--- src/rtl/mins_pkg.sv ---
// Shared definitions for the multistage interconnect switch cells.
// Port indices, route decode and default sizing for network generators.
package mins_pkg;

  localparam int LEFT      = 0;
  localparam int RIGHT     = 1;
  localparam int DEF_WIDTH = 64;
  localparam int DEF_DEPTH = 4;

  typedef enum logic {
    PORT_L = 1'b0,
    PORT_R = 1'b1
  } port_e;

  function automatic port_e route_port(input logic sel);
    return sel ? PORT_R : PORT_L;
  endfunction

endpackage

--- src/rtl/mesh_switch_2x2_if.sv ---
// Payload/handshake bundle of the 2x2 switch element.
// master drives the inputs and output readies; slave is the switch.
interface mesh_switch_2x2_if #(
  parameter int WIDTH = 64
);

  logic [WIDTH-1:0] left_in;
  logic [WIDTH-1:0] right_in;
  logic             left_in_valid;
  logic             right_in_valid;
  logic             left_in_ready;
  logic             right_in_ready;
  logic [WIDTH-1:0] left_out;
  logic [WIDTH-1:0] right_out;
  logic             left_out_valid;
  logic             right_out_valid;
  logic             left_out_ready;
  logic             right_out_ready;

  modport master (
    output left_in, right_in,
    output left_in_valid, right_in_valid,
    output left_out_ready, right_out_ready,
    input  left_in_ready, right_in_ready,
    input  left_out, right_out,
    input  left_out_valid, right_out_valid
  );

  modport slave (
    input  left_in, right_in,
    input  left_in_valid, right_in_valid,
    input  left_out_ready, right_out_ready,
    output left_in_ready, right_in_ready,
    output left_out, right_out,
    output left_out_valid, right_out_valid
  );

endinterface

--- src/rtl/mins_sync_fifo.sv ---
// Single-clock FIFO with registered storage and occupancy count.
// Pointers wrap modulo DEPTH (power of two).
module mins_sync_fifo #(
  parameter int WIDTH = 64,
  parameter int DEPTH = 4
) (
  input  logic                   clk,
  input  logic                   rst_n,
  input  logic                   push_i,
  input  logic [WIDTH-1:0]       data_i,
  input  logic                   pop_i,
  output logic [WIDTH-1:0]       data_o,
  output logic                   full_o,
  output logic                   empty_o,
  output logic [$clog2(DEPTH):0] count_o
);

  localparam int AW = $clog2(DEPTH);

  logic [WIDTH-1:0] mem_q [DEPTH];
  logic [AW-1:0]    wr_q, wr_d;
  logic [AW-1:0]    rd_q, rd_d;
  logic [AW:0]      cnt_q, cnt_d;

  // next pointers and occupancy
  always_comb begin
    wr_d  = wr_q;
    rd_d  = rd_q;
    cnt_d = cnt_q;
    if (push_i) wr_d = wr_q + 1'b1;
    if (pop_i)  rd_d = rd_q + 1'b1;
    unique case ({push_i, pop_i})
      2'b10:   cnt_d = cnt_q + 1'b1;
      2'b01:   cnt_d = cnt_q - 1'b1;
      default: ;
    endcase
  end

  // pointer and count registers
  always_ff @(posedge clk or negedge rst_n) begin
    if (!rst_n) begin
      wr_q  <= '0;
      rd_q  <= '0;
      cnt_q <= '0;
    end else begin
      wr_q  <= wr_d;
      rd_q  <= rd_d;
      cnt_q <= cnt_d;
    end
  end

  // storage write; contents are don't-care while empty
  always_ff @(posedge clk) begin
    if (push_i) mem_q[wr_q] <= data_i;
  end

  assign data_o  = mem_q[rd_q];
  assign full_o  = (cnt_q == (AW+1)'(DEPTH));
  assign empty_o = (cnt_q == '0);
  assign count_o = cnt_q;

  a_no_pop_empty: assert property (
    @(posedge clk) disable iff (!rst_n) !(pop_i && empty_o));
  a_no_push_full: assert property (
    @(posedge clk) disable iff (!rst_n) !(push_i && full_o));

endmodule

--- src/rtl/mesh_switch_2x2.sv ---
// Buffered self-routing 2x2 switch: two input FIFOs,
// per-output round-robin arbitration and one output register each.
module mesh_switch_2x2
  import mins_pkg::*;
#(
  parameter int WIDTH     = DEF_WIDTH,
  parameter int DEPTH     = DEF_DEPTH,
  parameter int ROUTE_BIT = 0
) (
  input  logic             clk,
  input  logic             rst_n,
  mesh_switch_2x2_if.slave sw
);

  localparam int CW = $clog2(DEPTH) + 1;

  logic [WIDTH-1:0] in_d  [2];
  logic [WIDTH-1:0] head  [2];
  logic [WIDTH-1:0] out_q [2];
  logic [WIDTH-1:0] out_d [2];
  logic [CW-1:0]    cnt   [2];

  logic [1:0] in_v, push, pop, full, empty;
  logic [1:0] vld, dst, o_rdy;
  logic [1:0] out_v_q, out_v_d;
  logic [1:0] prio_q, prio_d;
  logic [1:0] load, sel, can_ld;
  logic [1:0][1:0] want;

  assign in_d[LEFT]   = sw.left_in;
  assign in_d[RIGHT]  = sw.right_in;
  assign in_v[LEFT]   = sw.left_in_valid;
  assign in_v[RIGHT]  = sw.right_in_valid;
  assign o_rdy[LEFT]  = sw.left_out_ready;
  assign o_rdy[RIGHT] = sw.right_out_ready;

  assign sw.left_in_ready   = !full[LEFT];
  assign sw.right_in_ready  = !full[RIGHT];
  assign sw.left_out        = out_q[LEFT];
  assign sw.right_out       = out_q[RIGHT];
  assign sw.left_out_valid  = out_v_q[LEFT];
  assign sw.right_out_valid = out_v_q[RIGHT];

  for (genvar i = 0; i < 2; i++) begin : g_fifo
    assign push[i] = in_v[i] && !full[i];
    assign vld[i]  = !empty[i];
    assign dst[i]  = route_port(head[i][ROUTE_BIT]);

    mins_sync_fifo #(
      .WIDTH (WIDTH),
      .DEPTH (DEPTH)
    ) u_fifo (
      .clk     (clk),
      .rst_n   (rst_n),
      .push_i  (push[i]),
      .data_i  (in_d[i]),
      .pop_i   (pop[i]),
      .data_o  (head[i]),
      .full_o  (full[i]),
      .empty_o (empty[i]),
      .count_o (cnt[i])
    );

    a_cnt_range: assert property (
      @(posedge clk) disable iff (!rst_n) cnt[i] <= CW'(DEPTH));
  end

  // per-output round-robin grant; loser keeps its head
  always_comb begin
    want   = '0;
    load   = '0;
    sel    = '0;
    can_ld = '0;
    pop    = '0;
    prio_d = prio_q;
    for (int o = 0; o < 2; o++) begin
      for (int i = 0; i < 2; i++) begin
        want[o][i] = vld[i] && (dst[i] == o[0]);
      end
      can_ld[o] = !out_v_q[o] || o_rdy[o];
      if (can_ld[o]) begin
        unique case (want[o])
          2'b11: begin
            sel[o]    = prio_q[o];
            prio_d[o] = !prio_q[o];
          end
          2'b01:   sel[o] = 1'b0;
          2'b10:   sel[o] = 1'b1;
          default: ;
        endcase
        load[o] = |want[o];
      end
      if (load[o]) pop[sel[o]] = 1'b1;
    end
  end

  // output register load / consume
  always_comb begin
    for (int o = 0; o < 2; o++) begin
      out_d[o]   = out_q[o];
      out_v_d[o] = out_v_q[o];
      if (load[o]) begin
        out_d[o]   = head[sel[o]];
        out_v_d[o] = 1'b1;
      end else if (o_rdy[o]) begin
        out_v_d[o] = 1'b0;
      end
    end
  end

  // output and priority state
  always_ff @(posedge clk or negedge rst_n) begin
    if (!rst_n) begin
      out_q[0] <= '0;
      out_q[1] <= '0;
      out_v_q  <= '0;
      prio_q   <= '0;
    end else begin
      out_q[0] <= out_d[0];
      out_q[1] <= out_d[1];
      out_v_q  <= out_v_d;
      prio_q   <= prio_d;
    end
  end

endmodule

--- src/flat_wrapper.sv ---
// flat-port wrapper written by rule: the top's interface ports become plain ports
module mesh_switch_2x2_flat import mins_pkg::*;
#(
  parameter int WIDTH     = DEF_WIDTH,
  parameter int DEPTH     = DEF_DEPTH,
  parameter int ROUTE_BIT = 0
)
  (clk, rst_n, sw_left_in, sw_right_in, sw_left_in_valid, sw_right_in_valid, sw_left_out_ready, sw_right_out_ready, sw_left_in_ready, sw_right_in_ready, sw_left_out, sw_right_out, sw_left_out_valid, sw_right_out_valid);
  mesh_switch_2x2_if #(.WIDTH(WIDTH)) sw_i ();
  input  logic clk;
  input  logic rst_n;
  input wire logic [$bits(sw_i.left_in)-1:0] sw_left_in;
  input wire logic [$bits(sw_i.right_in)-1:0] sw_right_in;
  input wire logic [$bits(sw_i.left_in_valid)-1:0] sw_left_in_valid;
  input wire logic [$bits(sw_i.right_in_valid)-1:0] sw_right_in_valid;
  input wire logic [$bits(sw_i.left_out_ready)-1:0] sw_left_out_ready;
  input wire logic [$bits(sw_i.right_out_ready)-1:0] sw_right_out_ready;
  output wire logic [$bits(sw_i.left_in_ready)-1:0] sw_left_in_ready;
  output wire logic [$bits(sw_i.right_in_ready)-1:0] sw_right_in_ready;
  output wire logic [$bits(sw_i.left_out)-1:0] sw_left_out;
  output wire logic [$bits(sw_i.right_out)-1:0] sw_right_out;
  output wire logic [$bits(sw_i.left_out_valid)-1:0] sw_left_out_valid;
  output wire logic [$bits(sw_i.right_out_valid)-1:0] sw_right_out_valid;
  assign sw_i.left_in = sw_left_in;
  assign sw_i.right_in = sw_right_in;
  assign sw_i.left_in_valid = sw_left_in_valid;
  assign sw_i.right_in_valid = sw_right_in_valid;
  assign sw_i.left_out_ready = sw_left_out_ready;
  assign sw_i.right_out_ready = sw_right_out_ready;
  assign sw_left_in_ready = sw_i.left_in_ready;
  assign sw_right_in_ready = sw_i.right_in_ready;
  assign sw_left_out = sw_i.left_out;
  assign sw_right_out = sw_i.right_out;
  assign sw_left_out_valid = sw_i.left_out_valid;
  assign sw_right_out_valid = sw_i.right_out_valid;
  mesh_switch_2x2 #(.WIDTH(WIDTH), .DEPTH(DEPTH), .ROUTE_BIT(ROUTE_BIT)) u_core (.clk(clk), .rst_n(rst_n), .sw(sw_i));
endmodule
--- config.mk ---
export PLATFORM = sky130hd
export DESIGN_NAME = mesh_switch_2x2_flat
export DESIGN_NICKNAME = d
export VERILOG_FILES = /design/src/rtl/mins_pkg.sv /design/src/rtl/mesh_switch_2x2_if.sv /design/src/rtl/mins_sync_fifo.sv /design/src/rtl/mesh_switch_2x2.sv /design/src/flat_wrapper.sv
export SDC_FILE = /design/constraint.sdc
export NUM_CORES = 1
export LEC_CHECK = 0
export ABC_AREA = 0
export CAP_MARGIN = 0
export CORE_ASPECT_RATIO = 1.2
export CORE_MARGIN = 5
export CORE_UTILIZATION = 59
export CTS_BUF_LIST = sky130_fd_sc_hd__clkbuf_4 sky130_fd_sc_hd__clkbuf_8
export DETAILED_ROUTE_END_ITERATION = 8
export GPL_ROUTABILITY_DRIVEN = 1
export PLACE_DENSITY = 0.83
export SETUP_SLACK_MARGIN = 0.1
export SYNTH_ARGS = -nofsm -noshare
export SYNTH_HDL_FRONTEND = slang
export SYNTH_SLANG_ARGS = --single-unit
--- constraint.sdc ---
create_clock -name clk -period 3.8 [get_ports clk]
set_clock_uncertainty 0.1 [all_clocks]
set_input_delay 0.76 -clock clk [delete_from_list [all_inputs] [get_ports clk]]
set_output_delay 0.76 -clock clk [all_outputs]
set_load 0.01 [all_outputs]
=== After elaboration in Yosys (flattened, before gate mapping) ===
Memory sizes are Yosys's and may differ from the RTL's.
Index checks and enable logic that the tools add are counted.

* Register bits: 146
* Bits in writable memories: 512
* Logic and storage cells: 101
* Memories kept: 2

* $add $sub $neg: 8
* $lt $le $gt $ge: 6
* Equal/unequal tests: 10
* Mux-type cells: 30
* Bitwise logic cells: 5
* Reduce and logical (&&, ||, !) cells: 28

{| class="wikitable"
|+ Memory list
! name !! words !! width !! read ports !! clocked after Yosys merged registers in !! write ports !! line !! text
|-
| u_core.g_fifo[0].u_fifo.mem_q || 4 || 64 || 1 || 0 || 1 || mins_sync_fifo.sv:20 || <nowiki>logic [WIDTH-1:0] mem_q [DEPTH];</nowiki>
|-
| u_core.g_fifo[1].u_fifo.mem_q || 4 || 64 || 1 || 0 || 1 || mins_sync_fifo.sv:20 ||
|}

{| class="wikitable"
|+ Operators by type and width
! cell !! number
|-
| $mux W64 || 6
|-
| $mux W1 || 16
|-
| $eq A2 B2 Y1 const B || 6
|-
| $pmux W3 S2 || 2
|-
| $add A2 B1 Y2 const B || 4
|-
| $logic_and A1 B1 Y1 || 8
|-
| $logic_not A1 Y1 || 8
|-
| $reduce_bool A2 Y1 || 4
|-
| $add A3 B1 Y3 const B || 2
|-
| $eq A3 B3 Y1 const B || 2
|-
| $logic_not A3 Y1 || 2
|-
| $sub A3 B1 Y3 const B || 2
|-
| $eq A2 B1 Y1 const B || 2
|-
| $ge A2 B2 Y1 const B || 2
|-
| $lt A1 B2 Y1 const B || 2
|-
| $mux W2 || 2
|-
| $not A1 Y2 || 2
|-
| $pmux W1 S2 || 2
|-
| $reduce_and A2 Y1 || 2
|-
| $reduce_or A2 Y1 || 2
|-
| $demux W1 S1 || 2
|-
| $ge A1 B1 Y1 const B || 2
|-
| $logic_or A1 B1 Y1 || 2
|-
| $not A1 Y1 || 2
|-
| $or A2 B2 Y2 || 1
|}

=== Longest topological paths before layout ===
Gate-level depths: netlist of the first run.
An unclocked memory read counts as a cell.

* Word-level depth: 16
* Mapped depth: 10
* Depth with buffers taken out: 10

=== Cells and area by module ===
Synthesis of the first run repeated with hierarchy kept, for this count alone.

* Cell total of the unflattened synthesis: 1344
* Area total of the unflattened synthesis: 25614.6 um^2

{| class="wikitable"
|+ By module, submodules not included
! module !! times used !! cells each !! area each (um^2) !! sequential area each (um^2)
|-
| mins_sync_fifo || 2 || 371 || 9628.0 || 7862.5
|-
| mesh_switch_2x2 || 1 || 602 || 6358.6 || 3303.2
|}

=== Least setup slack after synthesis of the first run ===
No wires, ideal clock.

* Path type: input -> register
* Start point: input sw_right_in_valid
* End point: memory u_core.g_fifo[1].u_fifo.mem_q[3][0], enable pin
* Setup time: 429 ps
* Arrival: 2315 ps
* Data required time: 3271 ps
* Path slack: 956 ps
* Stages on the path: 1
* Buffers on the path: 0
* Cell sequence: and3_1

* Longest elaborated chain between the ends: 3

{| class="wikitable"
|+ Ends and longest elaborated chain
! item !! line !! text
|-
| start, declared || flat_wrapper.sv:15 || <nowiki>input wire logic [$bits(sw_i.right_in_valid)-1:0] sw_right_in_valid;</nowiki>
|-
| $logic_and A1 B1 Y1 || mesh_switch_2x2.sv:45 || <nowiki>assign push[i] = in_v[i] && !full[i];</nowiki>
|-
| $mux W1 || mins_sync_fifo.sv:54 || <nowiki>if (push_i) mem_q[wr_q] <= data_i;</nowiki>
|-
| $mux W1 (not written as such) || mins_sync_fifo.sv:54 ||
|-
| end, declared || mins_sync_fifo.sv:20 ||
|}

No other way between the ends.

=== Final worst setup path of the first run ===
* Start point: register u_core.g_fifo[1].u_fifo.rd_q[1]
* End point: register u_core.g_fifo[0].u_fifo.rd_q[1]

* Longest elaborated chain between the ends: 14

{| class="wikitable"
|+ Ends and longest elaborated chain
! item !! line !! text
|-
| start, declared || mins_sync_fifo.sv:22 || <nowiki>logic [AW-1:0] rd_q, rd_d;</nowiki>
|-
| start signal, assigned || mins_sync_fifo.sv:47 || <nowiki>rd_q <= rd_d;</nowiki>
|-
| $mem_v2 Z4 W64 (*) || -- ||
|-
| $mux W1 (*) || mins_pkg.sv:16 || <nowiki>return sel ? PORT_R : PORT_L;</nowiki>
|-
| $not A1 Y1 || mesh_switch_2x2.sv:78 || <nowiki>want[o][i] = vld[i] && (dst[i] == o[0]);</nowiki>
|-
| $logic_and A1 B1 Y1 || mesh_switch_2x2.sv:78 ||
|-
| $eq A2 B2 Y1 || mesh_switch_2x2.sv:82 || <nowiki>unique case (want[o])</nowiki>
|-
| $pmux W1 S2 || mesh_switch_2x2.sv:82 ||
|-
| $mux W1 || mesh_switch_2x2.sv:81 || <nowiki>if (can_ld[o]) begin</nowiki>
|-
| $lt A1 B2 Y1 (not written as such) or $ge A1 B1 Y1 (tied branches) || mesh_switch_2x2.sv:93 || <nowiki>if (load[o]) pop[sel[o]] = 1'b1;</nowiki>
|-
| $logic_and A1 B1 Y1 (not written as such) || mesh_switch_2x2.sv:93 ||
|-
| $mux W1 (not written as such) || mesh_switch_2x2.sv:93 ||
|-
| $demux W1 S1 || -- ||
|-
| $mux W2 || mesh_switch_2x2.sv:93 ||
|-
| $or A2 B2 Y2 (no line) || -- ||
|-
| $mux W2 (*) || mesh_switch_2x2.sv:93 ||
|-
| end signal, assigned || mins_sync_fifo.sv:47 ||
|-
| end, declared || mins_sync_fifo.sv:22 ||
|}

Mark *: on every way between the ends. The rest lies on a longest branch, timed or not.
A chain may end at the register's enable or synchronous reset.

==> results of run 1 <==
-- synthesized netlist by cell type, drive strengths merged (2+ instances only) --
cell type  instances  area (um^2)
a21oi             63          315
nor2b              3         18.8
fa                 2         40.0
and2               3         18.8
nor2              68          263
edfxtp           512        15400
nand2            130          488
or2                2         12.5
clkbuf            30          113
a211oi             2         15.0
o21ai              5         32.5
ha                10          125
buf               40          288
xnor2              7         61.3
nor3               4         25.0
and3               8         50.1
dfrtp            146         3650
xor2               7         61.3
mux2i             64          641
nand3              2         10.0
inv                9         33.8
a22oi             63          473
mux4             128         2880
nand2b             5         31.3
-- state kept, by name, indices dropped and copies added, names as in the netlist --
| name | flops |
|---|---|
| u_core.g_fifo.u_fifo.wr_q | 4 |
| u_core.g_fifo.u_fifo.mem_q | 512 |
| u_core.sw.left_out | 64 |
| u_core.out_v_q | 2 |
| u_core.prio_q | 2 |
| u_core.sw.right_out | 64 |
| u_core.g_fifo.u_fifo.count_o | 6 |
| u_core.g_fifo.u_fifo.rd_q | 4 |
-- layer usage --
layer	vias to the layer above	wire length [um]	share of wire (%)	global-route usage, %
li1	5855	-	-	-
met1	7071	21200	37	31.4
met2	582	30400	53	42.6
met3	115	4390	7.6	5.68
met4	14	1720	3.0	9.98
met5	-	101	0.17	0
-- cell families after synthesis --
group	count (synthesis)	synth area share, %
adder cells (fa/ha/maj)	12	0.658
AND/OR/NAND/NOR	227	3.71
flip-flops	658	75.9
multiplexers	193	14.1
XOR/XNOR	14	0.489
buffers and inverters	79	1.73
AO/OA/AOI/OAI	137	3.47
-- metrics by stage --
step / utilization (%) / cells / instance area [um^2] / setup slack [ns]
finish: 72.7 / 2278 / 30500 / 0.765
global placement: 67.9 / 2090 / 28500 / 0.697
detailed placement: 67.9 / 2090 / 28500 / 0.685
CTS: 72.6 / 2269 / 30500 / 0.799
floorplan: - / 1320 / 25100 / 0.956
global route: 72.7 / 2275 / 30500 / 0.648
-- report_power, final --
group	total (mW)	internal (mW)	switching (mW)
Clock	5.69	3.13	2.56
Sequential	10.6	9.83	0.822
Combinational	9.63	4.35	5.28
-- final cells by class --
cell class | count | share of cell area (%)
inverters | 9 | 0.111
clock buffers | 149 | 5.86
well taps | 546 | 2.24
multi-input cells | 583 | 18.7
flip-flops and latches | 658 | 62.4
clock inverters | 29 | 0.636
repair buffers | 295 | 9.98
diodes | 9 | 0.0738
-- critical path, cell delays in order (launching register included) --
cell	delay, ns
dfrtp_4	0.66
mux4_2	0.45
and2_1	0.22
a211oi_4	0.26
buf_4	0.80
o21ai_1	0.20
xnor2_1	0.17
-- worst min-delay path by stage --
stage | end | slack (ns) | depth (start not counted)
after global routing | u_core.sw.right_out[0] | 0.42 | 1
after global placement | u_core.sw.right_out[0] | 0.38 | 1
after CTS | u_core.g_fifo[0].u_fifo.count_o[2] | 0.41 | 1
final | u_core.sw.right_out[0] | 0.41 | 1
after detailed placement | u_core.sw.right_out[0] | 0.38 | 1
after floorplan | u_core.g_fifo[0].u_fifo.count_o[0] | 0.36 | 0
==> flow_summary.json, run 1 <==
{
  "drv_slew": 0,
  "postCtsSetupBuffers": 0,
  "yosysWarnings": 0,
  "synth_edf_count": 512,
  "fin_hold_ws_ns": 0.408,
  "cts_tree": "yes",
  "vias_per_cell": 5.99,
  "drtPass1Iterations": 7,
  "mostFrequentLayoutCell": "edfxtp_1",
  "syn_inst": 1320,
  "holdBufCountCts": 1,
  "die_w_um": 198,
  "total_power_mw": 26.0,
  "cts_buffers": 96,
  "post_cts_resized": 0,
  "synth_area_mm2": 0.0251,
  "start_util_pct": 59.8,
  "worst-r2r-cell-count": 6,
  "tightest_slew_ns": 1.07,
  "hold_viol_final": 0,
  "r2r_slack_ns": 0.76,
  "fin_crit_ns": 3.04,
  "synth_nets": 1466,
  "yosys_register_bits": 658,
  "end_kind": "register",
  "fmax_mhz": 329,
  "grt_pass1_vias": 14700,
  "rows": 82,
  "status": "finished clean",
  "irDropWorstVdd_mv": 0.663,
  "dieArea_mm2": 0.0468,
  "start_kind": "register",
  "multi_input_comb_area_mm2": 0.00570,
  "nFillCells": 2427,
  "endpoint": "u_core.g_fifo[0].u_fifo.rd_q[1]",
  "hpwl_um": 35000,
  "cts.htree.levels": 3,
  "clock_latency_ns": 0.67,
  "ys_seq_area_share_pct": 75.9,
  "required_ns": 4.21,
  "reg2reg_to": "u_core.g_fifo[0].u_fifo.rd_q[1]",
  "path_max_fanout": 64,
  "startpoint": "u_core.g_fifo[1].u_fifo.rd_q[1]",
  "cts_root_buffer": "clkbuf_8",
  "coreArea_mm2": 0.0420,
  "ys.flop_type": "edfxtp_1",
  "maxCapViolCount": 0,
  "synth_cell_types": 38,
  "power.density_mw_per_mm2": 851,
  "rsz0062_at_grt": "no",
  "hold_path.class": "reg -> reg",
  "setup_violations": 0,
  "power_leakage_nw": 10.8,
  "r2r-start": "u_core.g_fifo[1].u_fifo.rd_q[1]",
  "area_growth_pct": 21.6,
  "hp-start": "u_core.sw.right_out[0]",
  "arrival_ns": 3.44,
  "seq_area_mm2": 0.0190,
  "cts.reportedPaths.clkPinSlew_ns": 0.06,
  "ant_nets": 0,
  "routedWlPerCell_um": 25.4,
  "nets": 1789,
  "crit_type": "reg -> reg",
  "gp_congestion": 0.788,
  "grt-ovfl-total": 0,
  "clock-sinks": 658,
  "ys_async_sr_fraction_pct": 22.2,
  "dieHeight_um": 236,
  "antenna_found_initial": 14,
  "wl_um": 57800,
  "fin_setup_tns_ns": 0,
  "pin_count": 266,
  "routed-via-count": 13600,
  "grt_usage_pct": 25.0,
  "avgSynthCellArea_um2": 19.0,
  "layout_common_cells": "512 x edfxtp_1, 264 x clkdlybuf4s50_1, 142 x dfrtp_1, 130 x nand2_1, 128 x mux4_2",
  "final_layout_size_suffix_gt1_share_pct": 20.1,
  "final.period_utilization_pct": 79.9,
  "grt_pass1_wl_um": 87400,
  "drt_iter0_markers": 1011,
  "numPortBuffers": 265,
  "slew_headroom_pct": 28.9,
  "drc": 0,
  "grt_max_degree": 70,
  "clockBufferDepth": 3
}
No activity file was read; power rests on OpenSTA's default activity.
==> run 2: changes to the inputs <==
--- a/config.mk
+++ b/config.mk
@@ -9,11 +9,11 @@
 export CAP_MARGIN = 0
 export CORE_ASPECT_RATIO = 1.2
 export CORE_MARGIN = 5
-export CORE_UTILIZATION = 59
+export CORE_UTILIZATION = 53
 export CTS_BUF_LIST = sky130_fd_sc_hd__clkbuf_4 sky130_fd_sc_hd__clkbuf_8
 export DETAILED_ROUTE_END_ITERATION = 8
 export GPL_ROUTABILITY_DRIVEN = 1
-export PLACE_DENSITY = 0.83
+export PLACE_DENSITY = 0.78
 export SETUP_SLACK_MARGIN = 0.1
 export SYNTH_ARGS = -nofsm -noshare
 export SYNTH_HDL_FRONTEND = slang
==> constraint.sdc (replaced) <==
create_clock -name clk -period 2.7 [get_ports clk]
set_clock_uncertainty 0.1 [all_clocks]
set_input_delay 0.54 -clock clk [delete_from_list [all_inputs] [get_ports clk]]
set_output_delay 0.54 -clock clk [all_outputs]
set_load 0.01 [all_outputs]
==> flow_summary.json, run 2 (same netlist as run 1, synthesis figures left out) <==
{
  "status": "complete, but fails checks",
  "violations": "setup timing",
  "hold_viol_final": 0,
  "power_leakage_nw": 11.1,
  "hpwl_um": 36300,
  "clock_latency_ns": 0.67,
  "coreArea_mm2": 0.0469,
  "cts.htree.levels": 3,
  "fin_hold_ws_ns": 0.359,
  "fmax_mhz": 366,
  "final.period_utilization_pct": 101,
  "grt_usage_pct": 23.1,
  "cts.reportedPaths.clkPinSlew_ns": 0.07,
  "final_area_mm2": 0.0315,
  "grt-ovfl-total": 0,
  "regMostFlops": "u_core.g_fifo.u_fifo.mem_q",
  "die_w_um": 209,
  "antenna_found_initial": 14,
  "path_max_fanout": 3,
  "cts_tree": "yes",
  "power.density_mw_per_mm2": 1230,
  "clock-sinks": 658,
  "largest_reg_flops": 512,
  "area_growth_pct": 25.4,
  "fin_crit_ns": 2.74,
  "drt_iter0_markers": 1124,
  "tightest_slew_ns": 1.11,
  "maxCapViolCount": 0,
  "end_kind": "register",
  "fin_setup_tns_ns": -0.0357,
  "drc": 0,
  "post-route-worst-setup-slack_ns": -0.0357,
  "dieArea_mm2": 0.0518,
  "drtPass1Iterations": 6,
  "required_ns": 3.19,
  "drv_slew": 0,
  "cts_root_buffer": "clkbuf_8",
  "start_kind": "register",
  "final_layout_size_suffix_gt1_share_pct": 23.6,
  "grt_max_degree": 70,
  "numPortBuffers": 265,
  "grt_pass1_vias": 14700,
  "grt_pass1_wl_um": 89300,
  "setup_violations": 1,
  "wl_um": 60900,
  "nets": 1838,
  "rsz0062_at_grt": "yes",
  "crit_type": "reg -> reg",
  "routed-via-count": 13800,
  "routedWlPerCell_um": 25.3,
  "hold_path.class": "in -> async",
  "clockBufferDepth": 3,
  "start_util_pct": 53.5,
  "mostFrequentLayoutCell": "edfxtp_1",
  "gp_congestion": 0.779,
  "ant_nets": 0,
  "rows": 87,
  "pin_count": 266,
  "cts_buffers": 96,
  "dieHeight_um": 248,
  "post_dp_cell_area_mm2": 0.0289,
  "slew_headroom_pct": 25.9,
  "layout_common_cells": "512 x edfxtp_1, 262 x clkdlybuf4s50_1, 142 x dfrtp_1, 130 x nand2_1, 128 x mux4_2",
  "vias_per_cell": 5.74,
  "arrival_ns": 3.22,
  "irDropWorstVdd_mv": 0.834,
  "nFillCells": 2974
}
run 2: changes by cell type in the layout (fill, tap and decap cells not counted), moves of 4 or more:
cell and change:
buf_12 +9, buf_4 +24, buf_6 +10, clkbuf_16 +4, clkbuf_4 -5, clkinv_1 +6, mux2i_1 -12, mux2i_2 +8
mux2i_4 +4
run 2: layout make-up:
type,count,area [um^2],share of cell area (%)
flip-flops and latches,658,19000,60.5
multi-input cells,583,5860,18.6
repair buffers,344,3660,11.6
clock buffers,144,1750,5.57
well taps,623,779,2.48
clock inverters,37,299,0.951
inverters,9,33.8,0.107
diodes,12,30.0,0.0955
run 2: path summary, 6_finish.rpt:
| check | from | end | slack [ns] | cells after the start |
|---|---|---|---|---|
| worst max-delay path | u_core.g_fifo[0].u_fifo.rd_q[0] | u_core.g_fifo[0].u_fifo.count_o[2] | -0.04 | 10 |
| worst min-delay path | rst_n | u_core.sw.left_out[11] | 0.36 | 2 |
| worst max register to register | u_core.g_fifo[0].u_fifo.rd_q[0] | u_core.g_fifo[0].u_fifo.count_o[2] | -0.04 | 10 |
| worst min register to register | u_core.sw.right_out[0] | u_core.sw.right_out[0] | 0.38 | 1 |
| max in group asynchronous | rst_n | u_core.sw.left_out[48] | 1.36 | 3 |
| min in group clk | u_core.sw.right_out[0] | u_core.sw.right_out[0] | 0.38 | 1 |
run 2: where the power goes:
part | switching [mW] | internal [mW] | total, mW
clock | 3.67 | 4.63 | 8.30
combinational | 8.09 | 7.24 | 15.3
sequential | 1.08 | 13.8 | 14.9
run 2: critical path, stage by stage, from the launching register on:
cell and delay [ns]:
dfrtp_4 0.42, mux4_2 0.52, or2_4 0.27, a211oi_2 0.17, or2_1 0.16, ha_2 0.19, inv_2 0.04, fa_2 0.32
xor2_1 0.16, nor2_1 0.11, xor2_1 0.17
run 2: layer usage:
metal	global-route usage (%)	vias up	part of all wire [%]
met5	0	-	0.090
met4	10.5	8	2.9
met3	5.25	115	6.8
met2	38.8	575	52
met1	29.0	7179	39
li1	-	5965	-
run 2: timing repair:
item,in CTS,in global routing
buffers inserted,9,6
endpoints found under the setup margin,57,87
hold buffers,1,0
cloned,0,6
hold endpoints to repair,61,0
pin swaps,6,17
resized for setup,9,32
run 2: metrics by stage:
step / util, % / power (mW) / setup slack [ns] / std cells
3_3_place_gp: 61.6 / 28.8 / -0.0112 / 2196
3_5_place_dp: 61.6 / 29.4 / -0.0555 / 2196
4_1_cts: 66.2 / 37.9 / -0.0197 / 2387
6_report: 67.0 / 38.5 / -0.0357 / 2410
5_1_grt: 67.0 / 40.5 / -0.107 / 2407
2_1_floorplan: - / 23.4 / 0.0994 / 1320
